[src/rtl/cv32e40p_x_wb_arbiter.sv]
// Purpose: shares register-file write port A between the WB stage and x-interface results, buffering results in a FIFO.
// Latency: 0 cycles for a bypassed result (FIFO empty, port free), >= 1 cycle once a result is buffered.
// Backpressure: x_result_ready_o = (count < DEPTH); the WB stage holds when core_wb_stall_o = 1.
//
// Optional feature macro: COREVXIF_WB_STARVE_EN. When defined, a starve counter forces the FIFO head
// onto the port after STARVE_LIMIT consecutive lost cycles. When undefined, the core always wins.
//
// Ports:
//   clk_i, rst_ni                        clock, asynchronous active-low reset
//   core_we_i/core_waddr_i/core_wdata_i  WB stage write request
//   x_result_*                           coprocessor result channel (valid/ready)
//   rf_we_o/rf_waddr_o/rf_wdata_o        register-file write port A
//   x_rvalid_o/x_rwaddr_o                scoreboard clear towards the dispatcher
//   core_wb_stall_o                      WB write deferred this cycle
//   x_pending_o                          result FIFO non-empty
module cv32e40p_x_wb_arbiter #(
    parameter int DEPTH        = 2,
    parameter int STARVE_LIMIT = 4
) (
    input  logic        clk_i,
    input  logic        rst_ni,
    input  logic        core_we_i,
    input  logic [4:0]  core_waddr_i,
    input  logic [31:0] core_wdata_i,
    input  logic        x_result_valid_i,
    output logic        x_result_ready_o,
    input  logic [4:0]  x_result_rd_i,
    input  logic [31:0] x_result_data_i,
    input  logic        x_result_we_i,
    output logic        rf_we_o,
    output logic [4:0]  rf_waddr_o,
    output logic [31:0] rf_wdata_o,
    output logic        x_rvalid_o,
    output logic [4:0]  x_rwaddr_o,
    output logic        core_wb_stall_o,
    output logic        x_pending_o
);

    localparam int PW = (DEPTH > 1) ? $clog2(DEPTH) : 1;
    localparam int CW = $clog2(DEPTH + 1);

    if (DEPTH < 2 || (DEPTH & (DEPTH - 1)) != 0) begin : g_bad_depth
        $error("DEPTH must be a power of two and at least 2");
    end
    if (STARVE_LIMIT < 1) begin : g_bad_limit
        $error("STARVE_LIMIT must be at least 1");
    end

    typedef struct packed {
        logic [4:0]  rd;
        logic [31:0] data;
    } res_t;

    res_t          fifo_mem [DEPTH];
    logic [PW-1:0] wptr;
    logic [PW-1:0] rptr;
    logic [CW-1:0] count;

    logic empty;
    logic accept;
    logic x_ok;
    logic pop;
    logic bypass;
    logic push;
    logic x_grant;
    logic force_grant;
    res_t head;

    assign empty            = (count == '0);
    assign x_result_ready_o = (count < CW'(DEPTH));
    assign x_pending_o      = ~empty;
    assign head             = fifo_mem[rptr];

    // x side may take the port when the core is idle or starvation forces it.
    assign accept  = x_result_valid_i & x_result_ready_o;
    assign x_ok    = ~core_we_i | force_grant;
    assign pop     = ~empty & x_ok;
    // Bypass only with an empty FIFO so results never overtake buffered ones.
    assign bypass  = empty & accept & x_result_we_i & x_ok;
    assign push    = accept & x_result_we_i & ~bypass;
    assign x_grant = pop | bypass;

`ifdef COREVXIF_WB_STARVE_EN
    localparam int SW = $clog2(STARVE_LIMIT + 1);
    logic [SW-1:0] starve_cnt;

    assign force_grant     = (starve_cnt == SW'(STARVE_LIMIT));
    assign core_wb_stall_o = core_we_i & x_grant;

    always_ff @(posedge clk_i or negedge rst_ni) begin
        if (!rst_ni) begin
            starve_cnt <= '0;
        end else if (x_grant) begin
            starve_cnt <= '0;
        end else if (~empty && core_we_i && !force_grant) begin
            starve_cnt <= starve_cnt + SW'(1);
        end
    end
`else
    assign force_grant     = 1'b0;
    assign core_wb_stall_o = 1'b0;
`endif

    always_comb begin
        rf_we_o    = 1'b0;
        rf_waddr_o = '0;
        rf_wdata_o = '0;
        x_rvalid_o = 1'b0;
        x_rwaddr_o = '0;
        if (pop) begin
            rf_we_o    = 1'b1;
            rf_waddr_o = head.rd;
            rf_wdata_o = head.data;
            x_rvalid_o = 1'b1;
            x_rwaddr_o = head.rd;
        end else if (bypass) begin
            rf_we_o    = 1'b1;
            rf_waddr_o = x_result_rd_i;
            rf_wdata_o = x_result_data_i;
            x_rvalid_o = 1'b1;
            x_rwaddr_o = x_result_rd_i;
        end else if (core_we_i) begin
            rf_we_o    = 1'b1;
            rf_waddr_o = core_waddr_i;
            rf_wdata_o = core_wdata_i;
        end
    end

    always_ff @(posedge clk_i or negedge rst_ni) begin
        if (!rst_ni) begin
            wptr  <= '0;
            rptr  <= '0;
            count <= '0;
        end else begin
            if (push) begin
                wptr <= wptr + PW'(1);
            end
            if (pop) begin
                rptr <= rptr + PW'(1);
            end
            if (push && !pop) begin
                count <= count + CW'(1);
            end else if (pop && !push) begin
                count <= count - CW'(1);
            end
        end
    end

    // Storage carries no reset: entries are only read when count says they are valid.
    always_ff @(posedge clk_i) begin
        if (push) begin
            fifo_mem[wptr] <= '{rd: x_result_rd_i, data: x_result_data_i};
        end
    end

endmodule

[config.mk]
export PLATFORM = sky130hd
export DESIGN_NAME = cv32e40p_x_wb_arbiter
export DESIGN_NICKNAME = d
export VERILOG_FILES = /design/src/rtl/cv32e40p_x_wb_arbiter.sv
export SDC_FILE = /design/constraint.sdc
export NUM_CORES = 1
export LEC_CHECK = 0
export ABC_CLOCK_PERIOD_IN_PS = 12200
export CAP_MARGIN = 20
export CELL_PAD_IN_SITES_DETAIL_PLACEMENT = 1
export CELL_PAD_IN_SITES_GLOBAL_PLACEMENT = 1
export CORE_ASPECT_RATIO = 1.25
export CORE_MARGIN = 4
export CORE_UTILIZATION = 39
export DETAILED_ROUTE_END_ITERATION = 8
export PLACE_DENSITY = 0.87
export SYNTH_ARGS = -nofsm -noshare
export SYNTH_HDL_FRONTEND = slang
export SYNTH_SLANG_ARGS = --single-unit
[constraint.sdc]
create_clock -name clk_i -period 12.2 [get_ports clk_i]
set_clock_uncertainty 0.2 [all_clocks]
set_input_delay 1.83 -clock clk_i [delete_from_list [all_inputs] [get_ports clk_i]]
set_output_delay 1.83 -clock clk_i [all_outputs]
set_load 0.005 [all_outputs]
== Yosys cells after proc, flatten, opt, wreduce, memory -nomap -nowiden ==
Memory sizes are Yosys's and may differ from the RTL's.
Index checks and enable logic that the tools add are counted.

* Mux-type cells: 17
* Reductions and logical operators: 6
* Equality and inequality tests: 0
* Add/sub/neg operators: 4
* Div/mod/pow operators: 0
* $lt $le $gt $ge: 1
* Shift operators: 0
* Bitwise logic cells: 10
* Multipliers: 0

{| class="wikitable"
|+ Operators by type and width
! operator !! count
|-
| two-way mux 32 bit || 3
|-
| two-way mux 5 bit || 5
|-
| bitwise AND 1 bit || 7
|-
| two-way mux 1 bit || 7
|-
| two-way mux 2 bit || 2
|-
| NOT 1 bit || 3
|-
| adder 1 bit (second input constant) || 2
|-
| adder 2 x 1 -> 2 bit (second input constant) || 1
|-
| logical AND 1 bit || 2
|-
| zero test 1 bit || 2
|-
| zero test 2 bit || 1
|-
| < comparator 2 bit (second input constant) || 1
|-
| nonzero test 2 bit || 1
|-
| subtractor 2 x 1 -> 2 bit (second input constant) || 1
|}

* Logic and storage cells: 42
* Flip-flop bits (word level): 4
* Memories: 1
* RAM bits: 74
* Bits in read-only memories: 0
* Bits in latches: 0
* Output and inout port bits: 47

{| class="wikitable"
|+ Memory list
! name !! depth !! width !! rd ports !! clocked after memory_dff !! write ports !! RTL line !! source
|-
| fifo_mem || 2 || 37 || 1 || 0 || 1 || 54 || <nowiki>res_t fifo_mem [DEPTH];</nowiki>
|}

== Logic depth before layout (Yosys ltp) ==
Gate-level depths: netlist (run 1).

* Word-level depth: 11
* Depth in mapped cells: 8
* Depth with buffers taken out: 6

== Worst setup path after synthesis (run 1) ==
Ideal clock, no wire load.

* Path type: input port to flip-flop
* From: in core_we_i
* To: mem fifo_mem[0][0] (netlist bit) (enable)
* Setup time: 0.477 ns
* Stages on the path: 4
* Required time: 11.523 ns
* Path slack: 6.853 ns
* Arrival time: 4.669 ns
* Path buffers: 2
* Cell sequence: buf_6 > clkbuf_8 > nor2_1 > nor3_1

* Word-level cells in the longest chain between the ends: 6

{| class="wikitable"
|+ Ends and longest elaborated chain
! what !! RTL line !! source
|-
| start, declared || 22 || <nowiki>input logic core_we_i,</nowiki>
|-
| NOT 1 bit || 76 || <nowiki>assign x_ok = ~core_we_i | force_grant;</nowiki>
|-
| bitwise AND 1 bit || 79 || <nowiki>assign bypass = empty & accept & x_result_we_i & x_ok;</nowiki>
|-
| NOT 1 bit || 80 || <nowiki>assign push = accept & x_result_we_i & ~bypass;</nowiki>
|-
| bitwise AND 1 bit || 80 ||
|-
| two-way mux 1 bit || 151 || <nowiki>if (push) begin</nowiki>
|-
| two-way mux 1 bit (not written as such) || 152 || <nowiki>fifo_mem[wptr] <= '{rd: x_result_rd_i, data: x_result_data_i};</nowiki>
|-
| end, declared || 54 ||
|}

Every way passes these cells.

== Worst setup path after layout (run 1) ==
* From: in x_result_we_i
* To: out rf_wdata_o[26]

* Word-level cells in the longest chain between the ends: 4

{| class="wikitable"
|+ Ends and longest elaborated chain
! what !! RTL line !! source
|-
| start, declared || 29 || <nowiki>input logic x_result_we_i,</nowiki>
|-
| bitwise AND 1 bit (2 in series) || 79 ||
|-
| two-way mux 32 bit || 116 || <nowiki>end else if (bypass) begin</nowiki>
|-
| two-way mux 32 bit || 110 || <nowiki>if (pop) begin</nowiki>
|-
| end, declared || 32 || <nowiki>output logic [31:0] rf_wdata_o,</nowiki>
|}

Every way passes these cells.

==> metrics.md, run 1 <==
| Metric | Value |
|---|---|
| Via count | `2,518` |
| Setup TNS | `0 ns` |
| Crit-path most repeated cell | `clkdlybuf4s50_1` |
| Comb power frac | `36.9%` |
| Largest net degree at the start of global routing | `43` |
| Hold Path Class | `reg -> reg` |
| Cells after Synth | `232` |
| Average wire per cell in the routed design | `18.8 um` |
| I/O pin count | `126` |
| Hold buffers post-CTS | `0` |
| Die area | `10,800 um2` |
| Post-CTS sizing | `0` |
| Initial antenna violation count | `0` |
| N_diodes | `0` |
| #FFs+latches synth | `78` |
| First drt pass iteration count | `4` |
| Postcts setup bufs | `0` |
| DR vias/cell | `5.28` |
| Worst path slowest cell | `clkdlybuf4s50_1` |
| GRT Overall Usage | `16.8%` |
| Core Area | `8840 um2` |
| CP startpoint kind | `primary input` |
| Total wire length | `8.97 mm` |
| Avg Cell Area, Syn | `15.5 um2` |
| Fmax | `163 MHz` |
| Critical-path maximum fanout | `33` |
| CP Class | `in -> out` |
| CTS Sinks | `78` |
| Switching share of total power | `28.9%` |
| Die Wd | `93.9 um` |
| Delay-heaviest family, CP | `buffers and inverters` |
| CTS root buf | `clkbuf_8` |
| Inserted Clock Buffers | `9` |
| Slew @ Worst Pin | `0.956 ns` |
| Final Cycle Share | `50.4%` |
| Rel. slew slack | `36.3%` |
| Synth Warn # | `0` |
| Reg clk slew, reported paths | `0.07 ns` |
| Cells along the critical path | `clkdlybuf4s50_1 > nand3b_4 > nor3_4 > buf_4 > a221o_1 > clkdlybuf4s50_1` |
| Register area share after synthesis | `64.5%` |
| Most common cell after layout, fill and taps aside | `clkdlybuf4s50_1` |
| GRT Residual Overflow | `0` |
| Vias in the first global route | `2,700` |
| Max incr delay on CP | `0.54 ns` |
| Placer Congestion | `0.720` |
| Net count reported at finish | `432` |
| Placed wire-length estimate | `6.07 mm` |
| DRT iter0 DRCs | `92` |
| Std cell rows | `38` |
| Tmin final | `6.15 ns` |
| Worst Path Required | `10.17 ns` |
| Longest Clk Path Bufs | `2` |
| Max Cap Viol | `0` |
| Post-route ant nets | `0` |
| DRC errors left | `0` |
| Chip height | `115 um` |
| Commonest non-fill, non-tap cells in the layout | `123 x clkdlybuf4s50_1, 74 x edfxtp_1, 40 x nor2_1` |
| Count of cell types in the netlist | `24` |
| PwrDens | `164 nW/um2` |
| Internal power | `584 uW` |
| RSZ-0062 raised after global routing | `no` |
| Clk_lat worst skew | `0.34 ns` |
| Final setup fails | `0` |
| CP Data Arrival Time | `4.12 ns` |
| Sequential power share | `43.2%` |
| WHS | `0.315 ns` |
| Clock share of power | `19.9%` |
| Worst VDD drop | `0.000109 V` |
| Number of H-tree levels | `3` |
| First-pass GRT wire length | `14.0 mm` |
| Net Count, Synth | `312` |
| Worst setup EP type | `output port` |
| Status | `finished, final reports clean` |
| Starting Density | `40.7%` |
| Hold Violations, Final | `0` |
| Leakage power | `0.00184 uW` |
| I/O Buffers | `124` |
| Synthesized area | `3600 um2` |
| Share of cells above drive strength 1 | `6.72%` |
| WP buf/inv | `3` |
| Final Max Slew Viols | `0` |
| CTS tree | `done` |
| Switching pwr | `238 uW` |
| P&R area growth vs syn | `39.3%` |
==> final timing paths <==
| check | start | endpoint | slack [ns] | cells past startpoint |
|---|---|---|---|---|
| min in group asynchronous | rst_ni | count[1] | 1.50 | 1 |
| setup / recovery | x_result_we_i | rf_wdata_o[26] | 6.05 | 6 |
| hold / removal | wptr | wptr | 0.31 | 1 |
| hold reg to reg | wptr | wptr | 0.31 | 1 |
| setup reg to reg | count[0] | fifo_mem[0][22] | 9.78 | 3 |
| max in group asynchronous | rst_ni | rptr | 10.09 | 1 |
==> metrics by stage <==
stage / util [%] / instances / worst slack [ns] / power [uW] / cell area, um2
finish: 56.7 / 477 / 6.05 / 822 / 5010
global route: 56.7 / 477 / 5.95 / 870 / 5010
CTS: 56.3 / 475 / 6.02 / 825 / 4970
detailed placement: 54.4 / 459 / 6.03 / 659 / 4810
global placement: 54.4 / 459 / 6.15 / 648 / 4810
floorplan: - / 232 / 6.85 / 531 / 3600
==> sequential cells by signal (all words and copies together) (netlist names) <==
| register | flops |
|---|---|
| wptr | 1 |
| fifo_mem | 74 |
| count | 2 |
| rptr | 1 |
==> synth_stat cells <==
master	count	area share (%)
a211o_1	1	0.24
a21o_1	5	1.0
a221o_1	37	10
and2_1	1	0.17
buf_2	2	0.28
buf_4	1	0.21
buf_6	12	3.8
clkbuf_8	2	0.76
conb_1	1	0.10
dfrtp_1	4	2.8
dlygate4sd1_1	2	0.49
edfxtp_1	74	62
ha_1	1	0.35
inv_1	1	0.10
mux2i_1	37	10
nand3b_4	1	0.56
nor2_1	40	4.2
nor3_1	1	0.14
nor3_4	1	0.45
o21bai_4	1	0.52
o31ai_1	1	0.21
or2_2	1	0.17
xnor2_1	3	0.73
xor2_1	2	0.49
==> power groups by stage <==
stage / registers, uW / clock network, uW / logic, uW
after floorplan: 338 / 0 / 194
after global placement: 374 / 0 / 274
after detailed placement: 377 / 0 / 282
after CTS: 371 / 169 / 284
after global routing: 359 / 180 / 331
final: 355 / 164 / 304
==> area by class of cell <==
| class | count | area, um2 |
|---|---|---|
| inverter | 1 | 3.75 |
| clock inverter | 2 | 10.0 |
| fill | 902 | 3830 |
| sequential | 78 | 2320 |
| multi-input combinational | 134 | 1080 |
| timing repair buffer | 128 | 1290 |
| tap | 120 | 150 |
| clock buffer | 14 | 153 |
==> layer usage <==
layer  part of all wire, %  vias up  track usage, %
met2                    54       87            30.5
met5                     0        -               0
met3                   5.8       11            4.29
met4                  0.91        0            4.62
li1                      -     1159               -
met1                    39     1261            19.7
==> cells by family (layout without fill, tap and decap cells) <==
kind of cell / after synthesis / in the layout / share of synthesized area, %
AOI/OAI and AO/OA: 45 / 45 / 12.3
other: 1 / 1 / 0.104
DFF: 78 / 78 / 64.5
buffers and inverters: 20 / 145 / 5.59
adders and majority gates: 1 / 1 / 0.347
and+or+nand+nor: 45 / 45 / 5.66
muxes: 37 / 37 / 10.3
xor gates and xnor gates: 5 / 5 / 1.22
Note: power is estimated with default switching activity, not from simulation.
==> inputs of run 2 (changes only) <==
ABC_CLOCK_PERIOD_IN_PS = 5380   (was 12200)
CORE_UTILIZATION = 33   (was 39)
PLACE_DENSITY = 0.79   (was 0.87)
clock period = 5.38 ns   (was 12.2 ns; I/O delays follow)
==> metrics.md, run 2 (synthesized netlist as in run 1, its figures left out) <==
| Metric | Value |
|---|---|
| Status | `finished, final reports clean (unchanged)` |
| DRT iter0 DRCs | `101 (was 92)` |
| Chip height | `125 um (was 115 um)` |
| Most common cell after layout, fill and taps aside | `clkdlybuf4s50_1 (unchanged)` |
| Hold Violations, Final | `0 (unchanged)` |
| Clk_lat worst skew | `0.32 ns (was 0.34 ns)` |
| Dpl ws | `1.21 ns (was 6.03 ns)` |
| Vias in the first global route | `2,790 (was 2,700)` |
| Via count | `2,466 (was 2,518)` |
| WHS | `0.315 ns (about the same)` |
| Final Cycle Share | `76.1%` |
| DR vias/cell | `5.06 (was 5.28)` |
| I/O pin count | `126 (unchanged)` |
| CTS Sinks | `78 (unchanged)` |
| Tmin final | `4.10 ns` |
| Placed wire-length estimate | `6.09 mm (was 6.07 mm)` |
| Reg clk slew, reported paths | `0.06 ns (was 0.07 ns)` |
| CTS root buf | `clkbuf_16 (was clkbuf_8)` |
| Average wire per cell in the routed design | `18.4 um (was 18.8 um)` |
| CP Data Arrival Time | `3.09 ns (was 4.12 ns)` |
| Setup TNS | `0 ns (unchanged)` |
| First drt pass iteration count | `4 (unchanged)` |
| First-pass GRT wire length | `14.2 mm (was 14.0 mm)` |
| Initial antenna violation count | `0 (unchanged)` |
| Die Wd | `101 um (was 93.9 um)` |
| N_diodes | `0 (unchanged)` |
| Longest Clk Path Bufs | `2 (unchanged)` |
| Std cell rows | `42 (was 38)` |
| Area post-placement | `4830 um2 (was 4810 um2)` |
| CP Class | `in -> out (unchanged)` |
| Hold Path Class | `reg -> reg (unchanged)` |
| Number of H-tree levels | `3 (unchanged)` |
| Critical-path maximum fanout | `33 (unchanged)` |
| Final Max Slew Viols | `0 (unchanged)` |
| Slew @ Worst Pin | `0.990 ns (was 0.956 ns)` |
| Placer Congestion | `0.657 (was 0.720)` |
| Max Cap Viol | `0 (unchanged)` |
| Hold buffers post-CTS | `0 (unchanged)` |
| Largest net degree at the start of global routing | `43 (unchanged)` |
| Net count reported at finish | `431 (was 432)` |
| P&R area growth vs syn | `42.6% (was 39.3%)` |
| Core Area | `10,600 um2 (was 8840 um2)` |
| Share of cells above drive strength 1 | `7.32% (was 6.72%)` |
| Post-CTS sizing | `0 (unchanged)` |
| Post-route ant nets | `0 (unchanged)` |
| Post-route setup slack | `1.28 ns (was 6.05 ns)` |
| Largest register FFs | `74 (unchanged)` |
| Post-route cell area | `5140 um2 (was 5010 um2)` |
| GRT Residual Overflow | `0 (unchanged)` |
| Overall power | `2060 uW (was 822 uW)` |
| CP startpoint kind | `primary input (unchanged)` |
| Die area | `12,700 um2 (was 10,800 um2)` |
| RSZ-0062 raised after global routing | `no (unchanged)` |
| Worst setup EP type | `output port (unchanged)` |
| Inserted Clock Buffers | `9 (unchanged)` |
| Starting Density | `33.9% (was 40.7%)` |
| Postcts setup bufs | `0 (unchanged)` |
| Fmax | `244 MHz` |
| CTS tree | `done (unchanged)` |
| PwrDens | `401 nW/um2 (was 164 nW/um2)` |
| Leakage power | `0.00188 uW (was 0.00184 uW)` |
| Worst VDD drop | `0.000203 V (was 0.000109 V)` |
| Final setup fails | `0 (unchanged)` |
| Biggest register | `fifo_mem (unchanged)` |
| DRC errors left | `0 (unchanged)` |
| Worst Path Required | `4.37 ns (was 10.17 ns)` |
| I/O Buffers | `124 (unchanged)` |
| Commonest non-fill, non-tap cells in the layout | `123 x clkdlybuf4s50_1, 74 x edfxtp_1, 40 x nor2_1 (unchanged)` |
| Total wire length | `8.97 mm (about the same)` |
| Biggest regs | `fifo_mem x74, count x2 (unchanged)` |
| Rel. slew slack | `33.8% (was 36.3%)` |
| GRT Overall Usage | `14.5% (was 16.8%)` |
## run 2: cell count changes in the layout (fill, tap and decap cells not counted)
cell        previous run  this run
clkbuf_1               4         0
clkbuf_8              10         0
bufinv_16              0         1
clkinvlp_4             0         2
buf_12                 2         1
clkinv_4               0         1
clkbuf_16              0         9
## run 2: per-stage QoR
step                      utilization, %  std cells
after global placement              45.5        471
after floorplan                        -        232
after CTS                           48.2        486
after detailed placement            45.5        471
after global routing                48.4        487
final                               48.4        487
## run 2: report_power, final
group	total, uW	switching [uW]	internal [uW]
Combinational	686	282	405
Sequential	794	59.8	734
Clock	579	224	355
Total	2060	566	1490
## run 2: cell type report
| class | count | area, um2 |
|---|---|---|
| inverters | 1 | 3.75 |
| well taps | 132 | 165 |
| repair buffers | 127 | 1270 |
| clock inverters | 6 | 63.8 |
| multi-input cells | 134 | 1080 |
| fillers | 1067 | 5480 |
| clock buffers | 9 | 225 |
| flip-flops and latches | 78 | 2320 |
## run 2: per-layer routing
| layer | share of wire [%] | GRT usage, % | vias up | wire length (um) |
|---|---|---|---|---|
| met3 | 4.4 | 4.59 | 7 | 392 |
| met1 | 40 | 16.4 | 1233 | 3590 |
| met5 | 0 | 0 | - | 0 |
| li1 | - | - | 1161 | - |
| met2 | 55 | 26.1 | 65 | 4890 |
| met4 | 1.0 | 3.36 | 0 | 93 |
## run 2: worst paths after layout
| kind | startpoint | end | slack [ns] | cells past startpoint |
|---|---|---|---|---|
| hold reg to reg | wptr | wptr | 0.31 | 1 |
| min in group asynchronous | rst_ni | count[1] | 0.49 | 1 |
| hold / removal | wptr | wptr | 0.31 | 1 |
| setup / recovery | x_result_we_i | rf_wdata_o[30] | 1.28 | 6 |
| setup reg to reg | count[1] | fifo_mem[0][30] | 2.95 | 3 |
| max in group asynchronous | rst_ni | rptr | 4.31 | 1 |
## run 2: critical path, stage by stage
cell	delay (ns)
clkdlybuf4s50_1	0.55
nand3b_4	0.14
nor3_4	0.38
buf_4	0.45
a221o_1	0.24
clkdlybuf4s50_1	0.51
==> inputs of run 3 (changes only) <==
ABC_CLOCK_PERIOD_IN_PS = 4050   (was 5380)
CORE_UTILIZATION = 36   (was 33)
PLACE_DENSITY = 0.82   (was 0.79)
clock period = 4.05 ns   (was 5.38 ns; I/O delays follow)
==> metrics.md, run 3 (synthesized netlist as in run 1, its figures left out) <==
| Metric | Value |
|---|---|
| Average wire per cell in the routed design | `18.0 um (was 18.4 um)` |
| Die Wd | `97.5 um (was 101 um)` |
| First drt pass iteration count | `4 (unchanged)` |
| GRT Overall Usage | `15.3% (was 14.5%)` |
| Longest Clk Path Bufs | `2 (unchanged)` |
| Placer Congestion | `0.720 (was 0.657)` |
| CP Data Arrival Time | `2.61 ns (was 3.09 ns)` |
| Reg clk slew, reported paths | `0.06 ns (about the same)` |
| Max Cap Viol | `0 (unchanged)` |
| Crit-path most repeated cell | `clkdlybuf4s50_1 (unchanged)` |
| Fillers | `959 (was 1,067)` |
| Net count reported at finish | `435 (was 431)` |
| RSZ-0062 raised after global routing | `no (unchanged)` |
| Fmax | `293 MHz` |
| Slew @ Worst Pin | `0.931 ns (was 0.990 ns)` |
| Rel. slew slack | `37.9% (was 33.8%)` |
| DRT iter0 DRCs | `79 (was 101)` |
| Largest register FFs | `74 (unchanged)` |
| M1 WL | `3.50 mm (was 3.59 mm)` |
| Total wire length | `8.72 mm (was 8.97 mm)` |
| I/O Buffers | `124 (unchanged)` |
| CTS root buf | `clkbuf_16 (unchanged)` |
| Critical-path maximum fanout | `42 (was 33)` |
| GRT Residual Overflow | `0 (unchanged)` |
| CTS tree | `done (unchanged)` |
| Max incr delay on CP | `0.53 ns (was 0.55 ns)` |
| Worst VDD drop | `0.000357 V (was 0.000203 V)` |
| Inserted Clock Buffers | `9 (unchanged)` |
| Biggest register | `fifo_mem (unchanged)` |
| WHS | `0.290 ns (was 0.315 ns)` |
| WP buf/inv | `3 (unchanged)` |
| Worst setup EP type | `output port (unchanged)` |
| Post-CTS sizing | `0 (unchanged)` |
| Hold buffers post-CTS | `0 (unchanged)` |
| Met2 WL | `4.69 mm (was 4.89 mm)` |
| Starting Density | `37.1% (was 33.9%)` |
| CP startpoint kind | `primary input (unchanged)` |
| Via count | `2,477 (was 2,466)` |
| Cells along the critical path | `clkdlybuf4s50_1 > nand3b_4 > nor3_4 > buf_4 > a221o_1 > clkdlybuf4s50_1 (unchanged)` |
| Final Cycle Share | `84.3%` |
| Initial antenna violation count | `0 (unchanged)` |
| Share of cells above drive strength 1 | `8.08% (was 7.32%)` |
| Hold Path Class | `in -> async (was reg -> reg)` |
| Final setup fails | `0 (unchanged)` |
| CTS Sinks | `78 (unchanged)` |
| Hold Violations, Final | `0 (unchanged)` |
| Std cell rows | `40 (was 42)` |
| Setup TNS | `0 ns (unchanged)` |
| Commonest non-fill, non-tap cells in the layout | `123 x clkdlybuf4s50_1, 74 x edfxtp_1, 40 x nor2_1 (unchanged)` |
| Worst-case reg-to-reg path depth | `3 (unchanged)` |
| Largest net degree at the start of global routing | `43 (unchanged)` |
| Placed wire-length estimate | `6.14 mm (was 6.09 mm)` |
| I/O pin count | `126 (unchanged)` |
| Postcts setup bufs | `0 (unchanged)` |
| CP Class | `in -> out (unchanged)` |
| PwrDens | `532 nW/um2 (was 401 nW/um2)` |
| Tmin final | `3.41 ns` |
| Biggest regs | `fifo_mem x74, count x2 (unchanged)` |
| Post-route ant nets | `0 (unchanged)` |
| Status | `finished, final reports clean (unchanged)` |
| Top sig layer | `met4 (unchanged)` |
| Number of cells on the critical path | `6 (unchanged)` |
| Die area | `11,700 um2 (was 12,700 um2)` |
| Chip height | `120 um (was 125 um)` |
| Number of H-tree levels | `3 (unchanged)` |
| N_diodes | `0 (unchanged)` |
| First-pass GRT wire length | `14.3 mm (was 14.2 mm)` |
| Clk_lat worst skew | `0.32 ns (about the same)` |
| DRC errors left | `0 (unchanged)` |
| Post-route setup slack | `0.636 ns (was 1.28 ns)` |
| Vias in the first global route | `2,760 (was 2,790)` |
| P&R area growth vs syn | `43.1% (was 42.6%)` |
| Leakage power | `0.00190 uW (was 0.00188 uW)` |
| Delay-heaviest family, CP | `buffers and inverters (unchanged)` |
| Met3 routed WL | `447 um (was 392 um)` |
| Most common cell after layout, fill and taps aside | `clkdlybuf4s50_1 (unchanged)` |
| Overall power | `2740 uW (was 2060 uW)` |
| DR vias/cell | `5.11 (was 5.06)` |
| Worst path slowest cell | `clkdlybuf4s50_1 (unchanged)` |
| Worst Path Required | `3.24 ns (was 4.37 ns)` |
| Core Area | `9710 um2 (was 10,600 um2)` |
| Dpl ws | `0.600 ns (was 1.21 ns)` |
| Final Max Slew Viols | `0 (unchanged)` |
-- run 3: path summary, 6_finish.rpt --
path	startpoint	to	slack, ns
worst min register to register	rptr	rptr	0.35
worst max-delay path	x_result_we_i	rf_wdata_o[16]	0.64
worst min-delay path	rst_ni	wptr	0.29
worst max register to register	count[0]	fifo_mem[1][22]	1.70
max in group asynchronous	rst_ni	rptr	3.17
min in group clk_i	rptr	rptr	0.35
-- run 3: metrics by stage --
stage | utilization, % | area [um2] | instances
floorplan | - | 3610 | 232
global placement | 50.1 | 4860 | 470
detailed placement | 50.1 | 4860 | 470
CTS | 53.1 | 5150 | 485
global route | 53.1 | 5150 | 485
finish | 53.1 | 5150 | 485
-- run 3: area by class of cell --
cell class	count	area, um2	share of cell area (%)
Multi-Input combinational cell	134	1090	21.2
Clock inverter	6	62.6	1.21
Timing Repair Buffer	131	1290	25.0
Tap cell	126	158	3.06
Sequential cell	78	2320	45.1
Clock buffer	9	225	4.37
Inverter	1	3.75	0.0729
-- run 3: layer usage --
metal,vias to the layer above,track usage (%)
met4,0,3.90
met1,1227,17.7
met3,8,3.78
met2,74,28.3
met5,-,0
li1,1168,-
-- run 3: report_power, final --
part	total [uW]	internal, uW	switching, uW
clock	769	472	297
combinational	937	537	401
sequential	1030	975	56.6
total	2740	1980	754
